`config.mk`:
```
export PLATFORM = sky130hd
export DESIGN_NAME = cache_line_scheduler
export DESIGN_NICKNAME = d
export VERILOG_FILES = /design/src/rtl/cache_sched_pkg.sv /design/src/rtl/cache_victim_select.sv /design/src/rtl/cache_line_scheduler.sv
export SDC_FILE = /design/constraint.sdc
export NUM_CORES = 1
export LEC_CHECK = 0
export ABC_AREA = 1
export CAP_MARGIN = 20
export CORE_MARGIN = 5
export CORE_UTILIZATION = 38
export CTS_BUF_LIST = sky130_fd_sc_hd__clkbuf_16
export CTS_CLUSTER_SIZE = 24
export DETAILED_ROUTE_END_ITERATION = 10
export PLACE_DENSITY_LB_ADDON = 0.15
export REMOVE_ABC_BUFFERS = 1
export SYNTH_ARGS = -nofsm -noshare
export SYNTH_HDL_FRONTEND = slang
export SYNTH_SLANG_ARGS = --single-unit
```
`constraint.sdc`:
```
create_clock -name clk -period 5.1 [get_ports clk]
set_input_delay 1.53 -clock clk [delete_from_list [all_inputs] [get_ports clk]]
set_output_delay 1.53 -clock clk [all_outputs]
set_load 0.01 [all_outputs]
```
`src/rtl/cache_sched_pkg.sv`:
```
// Shared types and helpers for the cache line scheduler and its victim selector.
package cache_sched_pkg;

  localparam int unsigned MAX_LINES = 16;

  typedef enum logic [2:0] {
    IDLE       = 3'd0,
    SELECT     = 3'd1,
    ISSUE      = 3'd2,
    WAIT_START = 3'd3,
    WAIT_DONE  = 3'd4,
    SETTLE     = 3'd5
  } sched_state_t;

  // Callers cast the result down to their own line count.
  function automatic logic [MAX_LINES-1:0] onehot(input int idx);
    logic [MAX_LINES-1:0] vec;
    for (int i = 0; i < MAX_LINES; i++) begin
      vec[i] = (i == idx);
    end
    return vec;
  endfunction

endpackage

```
`src/rtl/cache_victim_select.sv`:
```
// Picks the ready line with the smallest TTL; ties resolve to the lowest index.
module cache_victim_select #(
  parameter int unsigned NUM_LINES = 4,
  parameter int unsigned TTLBITS   = 8,
  parameter int unsigned IDXBITS   = $clog2(NUM_LINES)
) (
  input  logic [NUM_LINES-1:0]         ready,
  input  logic [NUM_LINES*TTLBITS-1:0] ttl,
  output logic [IDXBITS-1:0]           idx,
  output logic                         found
);

  logic [TTLBITS-1:0] best;

  always_comb begin
    found = 1'b0;
    idx   = '0;
    best  = '1;
    for (int i = 0; i < NUM_LINES; i++) begin
      // Strict less-than keeps the earlier (lower) index on equal TTLs.
      if (ready[i] && (!found || (ttl[i*TTLBITS +: TTLBITS] < best))) begin
        found = 1'b1;
        idx   = IDXBITS'(i);
        best  = ttl[i*TTLBITS +: TTLBITS];
      end
    end
  end

endmodule

```
`src/rtl/cache_line_scheduler.sv`:
```
// Refill scheduler for a bank of cache lines sharing one memory port: detects a global
// miss, picks a victim, issues one fill/flush command and pauses the other lines.
module cache_line_scheduler
  import cache_sched_pkg::*;
#(
  parameter int unsigned ADDRBITS  = 32,
  parameter int unsigned LSBBITS   = 7,
  parameter int unsigned TTLBITS   = 8,
  parameter int unsigned NUM_LINES = 4,
  parameter int unsigned IDXBITS   = $clog2(NUM_LINES),
  parameter int unsigned CNTBITS   = 16
) (
  input  logic                         clk,
  input  logic                         reset_n,
  input  logic                         req_valid,
  input  logic [ADDRBITS-1:0]          req_addr,
  input  logic [NUM_LINES-1:0]         line_miss,
  input  logic [NUM_LINES-1:0]         line_dirty,
  input  logic [NUM_LINES-1:0]         line_ready,
  input  logic [NUM_LINES*TTLBITS-1:0] line_ttl,
  input  logic                         mem_busy,
  output logic [NUM_LINES-1:0]         line_flush,
  output logic [NUM_LINES-1:0]         line_fill,
  output logic [ADDRBITS-1:0]          new_region,
  output logic [NUM_LINES-1:0]         line_pause,
  output logic                         busy,
  output logic [IDXBITS-1:0]           victim_idx,
  output logic [CNTBITS-1:0]           miss_count
);

  sched_state_t         state_q, state_d;
  logic [ADDRBITS-1:0]  region_q;
  logic [IDXBITS-1:0]   victim_q;
  logic [NUM_LINES-1:0] fill_q, flush_q, pause_q;
  logic                 busy_q;
  logic [CNTBITS-1:0]   count_q;

  logic                 global_miss;
  logic                 sel_found;
  logic [IDXBITS-1:0]   sel_idx;
  logic [NUM_LINES-1:0] sel_oh, victim_oh;
  logic                 waiting;
  logic                 unused_addr;

  assign unused_addr = ^req_addr[LSBBITS-1:0];
  assign global_miss = req_valid & (&line_miss);
  assign sel_oh      = NUM_LINES'(onehot(int'(sel_idx)));
  assign victim_oh   = NUM_LINES'(onehot(int'(victim_q)));
  assign waiting     = (state_q == WAIT_START) || (state_q == WAIT_DONE);

  cache_victim_select #(
    .NUM_LINES (NUM_LINES),
    .TTLBITS   (TTLBITS),
    .IDXBITS   (IDXBITS)
  ) u_victim_select (
    .ready (line_ready),
    .ttl   (line_ttl),
    .idx   (sel_idx),
    .found (sel_found)
  );

  always_comb begin
    state_d = state_q;
    unique case (state_q)
      IDLE:       if (global_miss)           state_d = SELECT;
      SELECT:     if (sel_found)             state_d = ISSUE;
      ISSUE:                                 state_d = WAIT_START;
      WAIT_START: if (!line_ready[victim_q]) state_d = WAIT_DONE;
      WAIT_DONE:  if (line_ready[victim_q])  state_d = SETTLE;
      SETTLE:                                state_d = IDLE;
      default:                               state_d = IDLE;
    endcase
  end

  always_ff @(posedge clk) begin
    if (!reset_n) begin
      state_q  <= IDLE;
      region_q <= '0;
      victim_q <= '0;
      fill_q   <= '0;
      flush_q  <= '0;
      pause_q  <= '0;
      busy_q   <= 1'b0;
      count_q  <= '0;
    end else begin
      state_q <= state_d;
      busy_q  <= (state_d != IDLE);
      fill_q  <= '0;
      flush_q <= '0;
      // Pause reflects this cycle's state, so it trails the condition by one cycle.
      pause_q <= {NUM_LINES{mem_busy}} | (waiting ? ~victim_oh : '0);
      if ((state_q == IDLE) && global_miss) begin
        region_q <= {req_addr[ADDRBITS-1:LSBBITS], {LSBBITS{1'b0}}};
      end
      if ((state_q == SELECT) && sel_found) begin
        victim_q <= sel_idx;
        fill_q   <= sel_oh;
        flush_q  <= sel_oh & line_dirty;
      end
      if ((state_q == ISSUE) && (count_q != '1)) begin
        count_q <= count_q + CNTBITS'(1);
      end
    end
  end

  assign line_fill  = fill_q;
  assign line_flush = flush_q;
  assign line_pause = pause_q;
  assign new_region = region_q;
  assign busy       = busy_q;
  assign victim_idx = victim_q;
  assign miss_count = count_q;

endmodule

```
Word level (Yosys, flattened, before mapping)
Index checks and enable logic that the tools add are counted.
{ "op_classes": {"addsub": 1, "n_lt_le_gt_ge": 4, "eq_ne": 11, "muxes": 18, "n_bitwise": 4, "n_reduce_logical": 19} }
{ "ops": {"columns": ["operator", "n"], "rows": [
  ["8-bit < comparator", 3],
  ["8-bit two-way mux", 3],
  ["16-bit by 1-bit adder with 16-bit output (second input constant)", 1],
  ["16-bit != test (second input constant)", 1],
  ["3-bit case mux with 5 select lines", 1],
  ["3-bit two-way mux", 4],
  ["2-bit == test (first input constant)", 4],
  ["3-bit by 2-bit == test with 1-bit output (second input constant)", 2],
  ["1-bit logical AND", 6],
  ["1-bit two-way mux", 6],
  ["4-bit bitwise AND", 1],
  ["1-bit by 2-bit == test with 1-bit output (first input constant)", 2],
  ["2-bit zero test", 2],
  ["1-bit logical OR", 4],
  ["2-bit two-way mux", 2],
  ["4-bit two-way mux", 1],
  ["4-bit NOT", 1],
  ["4-bit OR", 1],
  ["4-bit AND reduction", 1],
  ["3-bit by 1-bit == test with 1-bit output (second input constant)", 1],
  ["3-bit == test (second input constant)", 1],
  ["1-bit zero test", 3],
  ["3-bit zero test", 1],
  ["2-bit by 3-bit < comparator with 1-bit output (second input constant)", 1],
  ["4 further kinds", 4]
]} }
{ "totals": {"ff_bits": 59, "in_bits": 80, "out_inout_bits": 63, "elab_cells": 65} }

Longest topological paths before layout
{ "depth": {"ltp_word": 16, "ltp_mapped": 37, "ltp_nobuf": 36} }

Modules after synthesis
Synthesis repeated with hierarchy kept, for this count alone.
{ "unflattened": {"cells_unflattened": 497, "area_unflattened_um2": 3335.7} }
{ "modules_own_cells": {"columns": ["module", "n_inst", "cells_per_inst", "area_each_um2", "seq_area_each_um2"], "rows": [
  ["cache_line_scheduler", 1, 356, 2562.5, 1181.1],
  ["cache_victim_select", 1, 141, 773.2, 0.0]
]} }

Worst setup path after synthesis
No wires, ideal clock.
{ "synth_path": {"path_kind": "in2reg", "start": "input port line_ready[0]", "end": "register fill_q[2], in the netlist line_fill[2]", "setup_time_ns": 0.064, "arrival_time_ns": 5.121, "required_ns": 5.036, "setup_slack_ns": -0.085, "cell_stages": 31, "path_buffers": 2, "path_cell_list": "clkinv_1 > nor2_1 > ha_1 > a21oi_1 > o21a_1 > nand2_1 > nand2_1 > nand2_2 > clkbuf_1 > nand2_1 > o21ai_0 > ha_1 > a21oi_1 > nor2_1 > a211oi_1 > nand2_1 > nand2_2 > nand2_4 > clkbuf_1 > nand2_1 > o21ai_0 > ha_1 > a21oi_1 > nor2_1 > a211oi_1 > nand2_1 > nand2_2 > nand2_4 > nand2_4 > nand2_2 > nor2_1"} }
{ "synth_between": {"elab_chain_len": 15, "elab_cells_between_ends": 25, "classes_between": "order compare (3); eq/ne (1); mux (10); reduce/logical (11)"} }
{ "synth_lines": {"columns": ["element", "line_no", "rtl"], "rows": [
  ["start: declaration", "cache_line_scheduler.sv:19", "input logic [NUM_LINES-1:0] line_ready,"],
  ["8-bit two-way mux or 1-bit two-way mux (tied branches)", "cache_victim_select.sv:21", "if (ready[i] && (!found || (ttl[i*TTLBITS +: TTLBITS] < best))) begin"],
  ["8-bit < comparator or 1-bit zero test (tied branches)", "cache_victim_select.sv:21", null],
  ["1-bit logical OR", "cache_victim_select.sv:21", null],
  ["1-bit logical AND", "cache_victim_select.sv:21", null],
  ["8-bit two-way mux or 1-bit two-way mux (tied branches)", "cache_victim_select.sv:21", null],
  ["8-bit < comparator or 1-bit zero test (tied branches)", "cache_victim_select.sv:21", null],
  ["1-bit logical OR", "cache_victim_select.sv:21", null],
  ["1-bit logical AND", "cache_victim_select.sv:21", null],
  ["8-bit two-way mux or 1-bit two-way mux (tied branches)", "cache_victim_select.sv:21", null],
  ["8-bit < comparator or 1-bit zero test (tied branches)", "cache_victim_select.sv:21", null],
  ["1-bit logical OR", "cache_victim_select.sv:21", null],
  ["1-bit logical AND", "cache_victim_select.sv:21", null],
  ["1-bit two-way mux", "cache_victim_select.sv:21", null],
  ["1-bit logical AND", "cache_line_scheduler.sv:95", "if ((state_q == SELECT) && sel_found) begin"],
  ["2-bit AND reduction (no line)", null, null],
  ["end signal: assignment", "cache_line_scheduler.sv:97", "fill_q <= sel_oh;"],
  ["end: declaration", "cache_line_scheduler.sv:34", "logic [NUM_LINES-1:0] fill_q, flush_q, pause_q;"]
]} }
Parallel ways exist; a longest one is shown, timed or not.
A chain may end at the register's enable or synchronous reset.

Worst setup path in the final report
{ "layout_path": {"start": "input port line_ttl[7]", "end": "register fill_q[2], in the netlist line_fill[2]"} }
{ "layout_between": {"elab_chain_len": 15, "elab_cells_between_ends": 23, "classes_between": "order compare (3); eq/ne (1); mux (9); reduce/logical (10)"} }
{ "layout_lines": {"columns": ["element", "line_no", "rtl"], "rows": [
  ["start: declaration", "cache_line_scheduler.sv:20", "input logic [NUM_LINES*TTLBITS-1:0] line_ttl,"],
  ["8-bit two-way mux (*)", "cache_victim_select.sv:21", null],
  ["8-bit < comparator", "cache_victim_select.sv:21", null],
  ["1-bit logical OR", "cache_victim_select.sv:21", null],
  ["1-bit logical AND", "cache_victim_select.sv:21", null],
  ["8-bit two-way mux or 1-bit two-way mux (tied branches)", "cache_victim_select.sv:21", null],
  ["8-bit < comparator or 1-bit zero test (tied branches)", "cache_victim_select.sv:21", null],
  ["1-bit logical OR", "cache_victim_select.sv:21", null],
  ["1-bit logical AND", "cache_victim_select.sv:21", null],
  ["8-bit two-way mux or 1-bit two-way mux (tied branches)", "cache_victim_select.sv:21", null],
  ["8-bit < comparator or 1-bit zero test (tied branches)", "cache_victim_select.sv:21", null],
  ["1-bit logical OR", "cache_victim_select.sv:21", null],
  ["1-bit logical AND", "cache_victim_select.sv:21", null],
  ["1-bit two-way mux", "cache_victim_select.sv:21", null],
  ["1-bit logical AND", "cache_line_scheduler.sv:95", null],
  ["2-bit AND reduction (no line)", null, null]
]} }
Mark *: on every way between the ends. The rest lies on a longest branch, timed or not.

==> results.cfg <==
[placed_design]
port_buffers = 128
dp_slack_ns = -0.842
dp_hpwl_um = 6630
dpl.cell_count = 677
gp_congestion = 0.825
placed_area_um2 = 4570

[hold_path]
holdPathEnd = new_region[13]$_SDFFE_PN0P_
min_from = new_region[13]$_SDFFE_PN0P_
hold_path_depth = 2
hold_class = flip-flop to flip-flop

[synth]
ys_seq_area_frac = 0.382
yosys.area_share.adder = 0.0810
netlist_instances = 442
synth_compound_area_frac = 0.154
synth_cell_type_count = 31
synth-xor-area-share = 0.00284
yosys.area_share.simple = 0.287
avgSynthCellArea_um2 = 6.99
synthMuxAreaShare = 0
synth_edf_count = 0
synth_top_family_by_area = simple AND/OR/NAND/NOR gates
ys_ff_latch = 59
syn_area_um2 = 3090
ys_warn_count = 0
synth_flop_cell = dfxtp_1
async_reset_ff_frac = 0

[timing]
fin_setup_tns_ns = 0
maxSlewHeadroom = 0.500
fin_skew_ns = 0.00448
min_period_ns = 4.92
final-hold-violation-count = 0
finalSetupViolCount = 0
tightest_slew_ns = 0.748
finalWorstSetupSlack_ns = 0.184
fmax_mhz = 203
finalMaxSlewViolations = 0
fin_crit_sh = 0.964

[critical_path]
cp.required_ns = 5.36
reg2reg_slack_ns = 2.49
cp-start-kind = input port
path_max_fanout = 8
critPathLaunch = line_ttl[7]
critPathCaptureType = flip-flop
worstRegToRegCells = 14
critPathSlowestCell = ha_1
rr_endpoint = miss_count[13]$_SDFFE_PN0P_
r2r-start = miss_count[0]$_SDFFE_PN0P_
crit_path_max_incr_delay_ns = 0.27
crit_top_cell = nand2_1
setup.worst_path.class = input port to flip-flop
crit_arrival_ns = 5.18

[power_and_ir_drop]
ir_drop_uv = 159
pwr_density_cell_nw_per_um2 = 259
p_leak_nw = 2.19

[cells_and_area]
post-route-util = 0.670
fin_cells = 703
area_growth_pct = 69.2
post_route_cells_drive_above_1_share = 0.173
postLayoutCellArea_um2 = 5230
layout.nets = 698
num_antenna_cells = 0

[clock_network]
cts_buffer_depth = 2
ctsHoldBuffers = 0
cts_root_buffer = clkbuf_16
cts_tree = built
cts_made_buffers = 9
htree_levels = 3
cts_sinks = 59
worstSkewPairLatency_ns = 0.32
clk_pin_slew_worst_paths_ns = 0.05

[global_routing]
grt_max_degree = 39
grtUsageTotal = 0.178
grt_overflow_total = 0
antenna_found_initial = 0
grt_pass1_vias = 3357
grt_first_pass_wirelength_um = 14600

[detailed_routing]
first_iter_violations = 110
drtAntennaViolNets = 0
viasPerCell = 4.84
drt_wl_total_um = 9210
drcViolationCount = 0
num_vias = 3406
drt_first_pass_iters = 4
wl_per_cell_um = 13.1

[floorplan]
start_util = 0.396
num_io_pins = 143
dieWidth_um = 100
rows = 32
die-area_um2 = 10000
core_area_um2 = 7810
die_y_um = 100

[outcome]
status = completed

[job]
drv_cap = 0
## kinds of logic after synthesis
| family | Yosys count |
|---|---|
| other | 1 |
| flip-flops | 59 |
| AND/OR/NAND/NOR | 203 |
| AO/OA/AOI/OAI | 89 |
| adder cells (fa/ha/maj) | 20 |
| XOR/XNOR | 1 |
| buffers and inverters | 69 |
## Yosys cell counts (all sizes together), types with 2 or more instances
cell	instances	area share
a211oi	3	0.0073
nand2	83	0.11
o21a	2	0.0049
ha	20	0.081
nor3	13	0.023
dfxtp	59	0.38
o21ai	55	0.089
inv	49	0.060
nor4	5	0.010
a21oi	22	0.036
nand3	12	0.019
nor2	79	0.096
buf	7	0.017
a31oi	3	0.0061
clkbuf	11	0.013
nand4	7	0.014
clkinv	2	0.0024
## per-layer routing
layer	vias to the layer above	routed length, um	GRT usage
li1	1761	-	-
met1	1529	3960	0.214
met3	16	551	0.0445
met4	0	156	0.0622
met5	-	0	0
met2	100	4540	0.308
## registers in the layout, indices dropped and copies added, names as in the netlist
| name | count |
|---|---|
| new_region | 25 |
| miss_count | 16 |
| line_fill | 4 |
| line_flush | 4 |
| line_pause | 4 |
| state_q | 3 |
| victim_idx | 2 |
| busy | 1 |
## cell type report
type,count,area [um2]
Tap cell,102,128
Fill cell,689,2580
Timing Repair Buffer,156,1520
Sequential cell,59,1180
Clock inverter,5,56.3
Inverter,51,199
Clock buffer,9,225
Multi-Input combinational cell,321,1920
## through the flow
stage	total power [mW]	hold slack, ns
after global placement	0.736	0.463
after floorplan	0.613	0.510
after CTS	1.34	0.485
final	1.36	0.481
after detailed placement	0.741	0.472
after global routing	1.42	0.504
## where the power goes
part           leakage (nW)  total, mW  switching [mW]  internal (mW)
Combinational          1.58      0.298           0.145          0.153
Clock                 0.137      0.572           0.201          0.371
Sequential            0.478      0.485         0.00904          0.476
Total                  2.19       1.36           0.355           1.00
## repair_timing
| action | CTS | global route |
|---|---|---|
| buffers inserted | 5 | 6 |
| gates resized for setup | 42 | 57 |
| cloned | 1 | 0 |
| pin swaps | 28 | 47 |
| endpoints found under the setup margin | 10 | 10 |
## worst max path at each step
stage / end / slack (ns) / cells past startpoint
2_1_floorplan: line_fill[2]$_SDFF_PN0_ / 0.15 / 28
3_3_place_gp: line_fill[1]$_SDFF_PN0_ / -0.73 / 29
3_5_place_dp: line_fill[1]$_SDFF_PN0_ / -0.84 / 28
4_1_cts: line_fill[1]$_SDFF_PN0_ / 0.001 / 33
5_1_grt: line_fill[2]$_SDFF_PN0_ / -0.05 / 35
6_report: line_fill[2]$_SDFF_PN0_ / 0.18 / 30
## cell usage in the layout, fill, tap and decap left out, types with 4 or more instances in the layout
master           instances
dfxtp_1                 59
nand2_4                  6
a21oi_2                  7
nand2_2                 13
clkdlybuf4s50_1        112
nor2_4                   4
buf_6                    4
nand2_1                 63
nor4_1                   5
dlymetal6s2s_1           7
dlygate4sd2_1            5
a21oi_1                 15
ha_4                     6
buf_4                   24
nand3_1                 10
ha_1                    12
o21ai_0                 42
nand4_1                  7
clkbuf_16                9
nor3_1                  12
inv_1                   47
o21ai_2                  7
o21ai_1                  5
nor2_1                  72
conb_1                   7
## worst max-delay path: cells and delay by family
kind	cells	cell delay (ns)
simple gates	18	1.47
compound gates	6	1.00
fa+ha+maj	3	0.73
buf+inv	3	0.43
(Power assumes the default switching activity.)
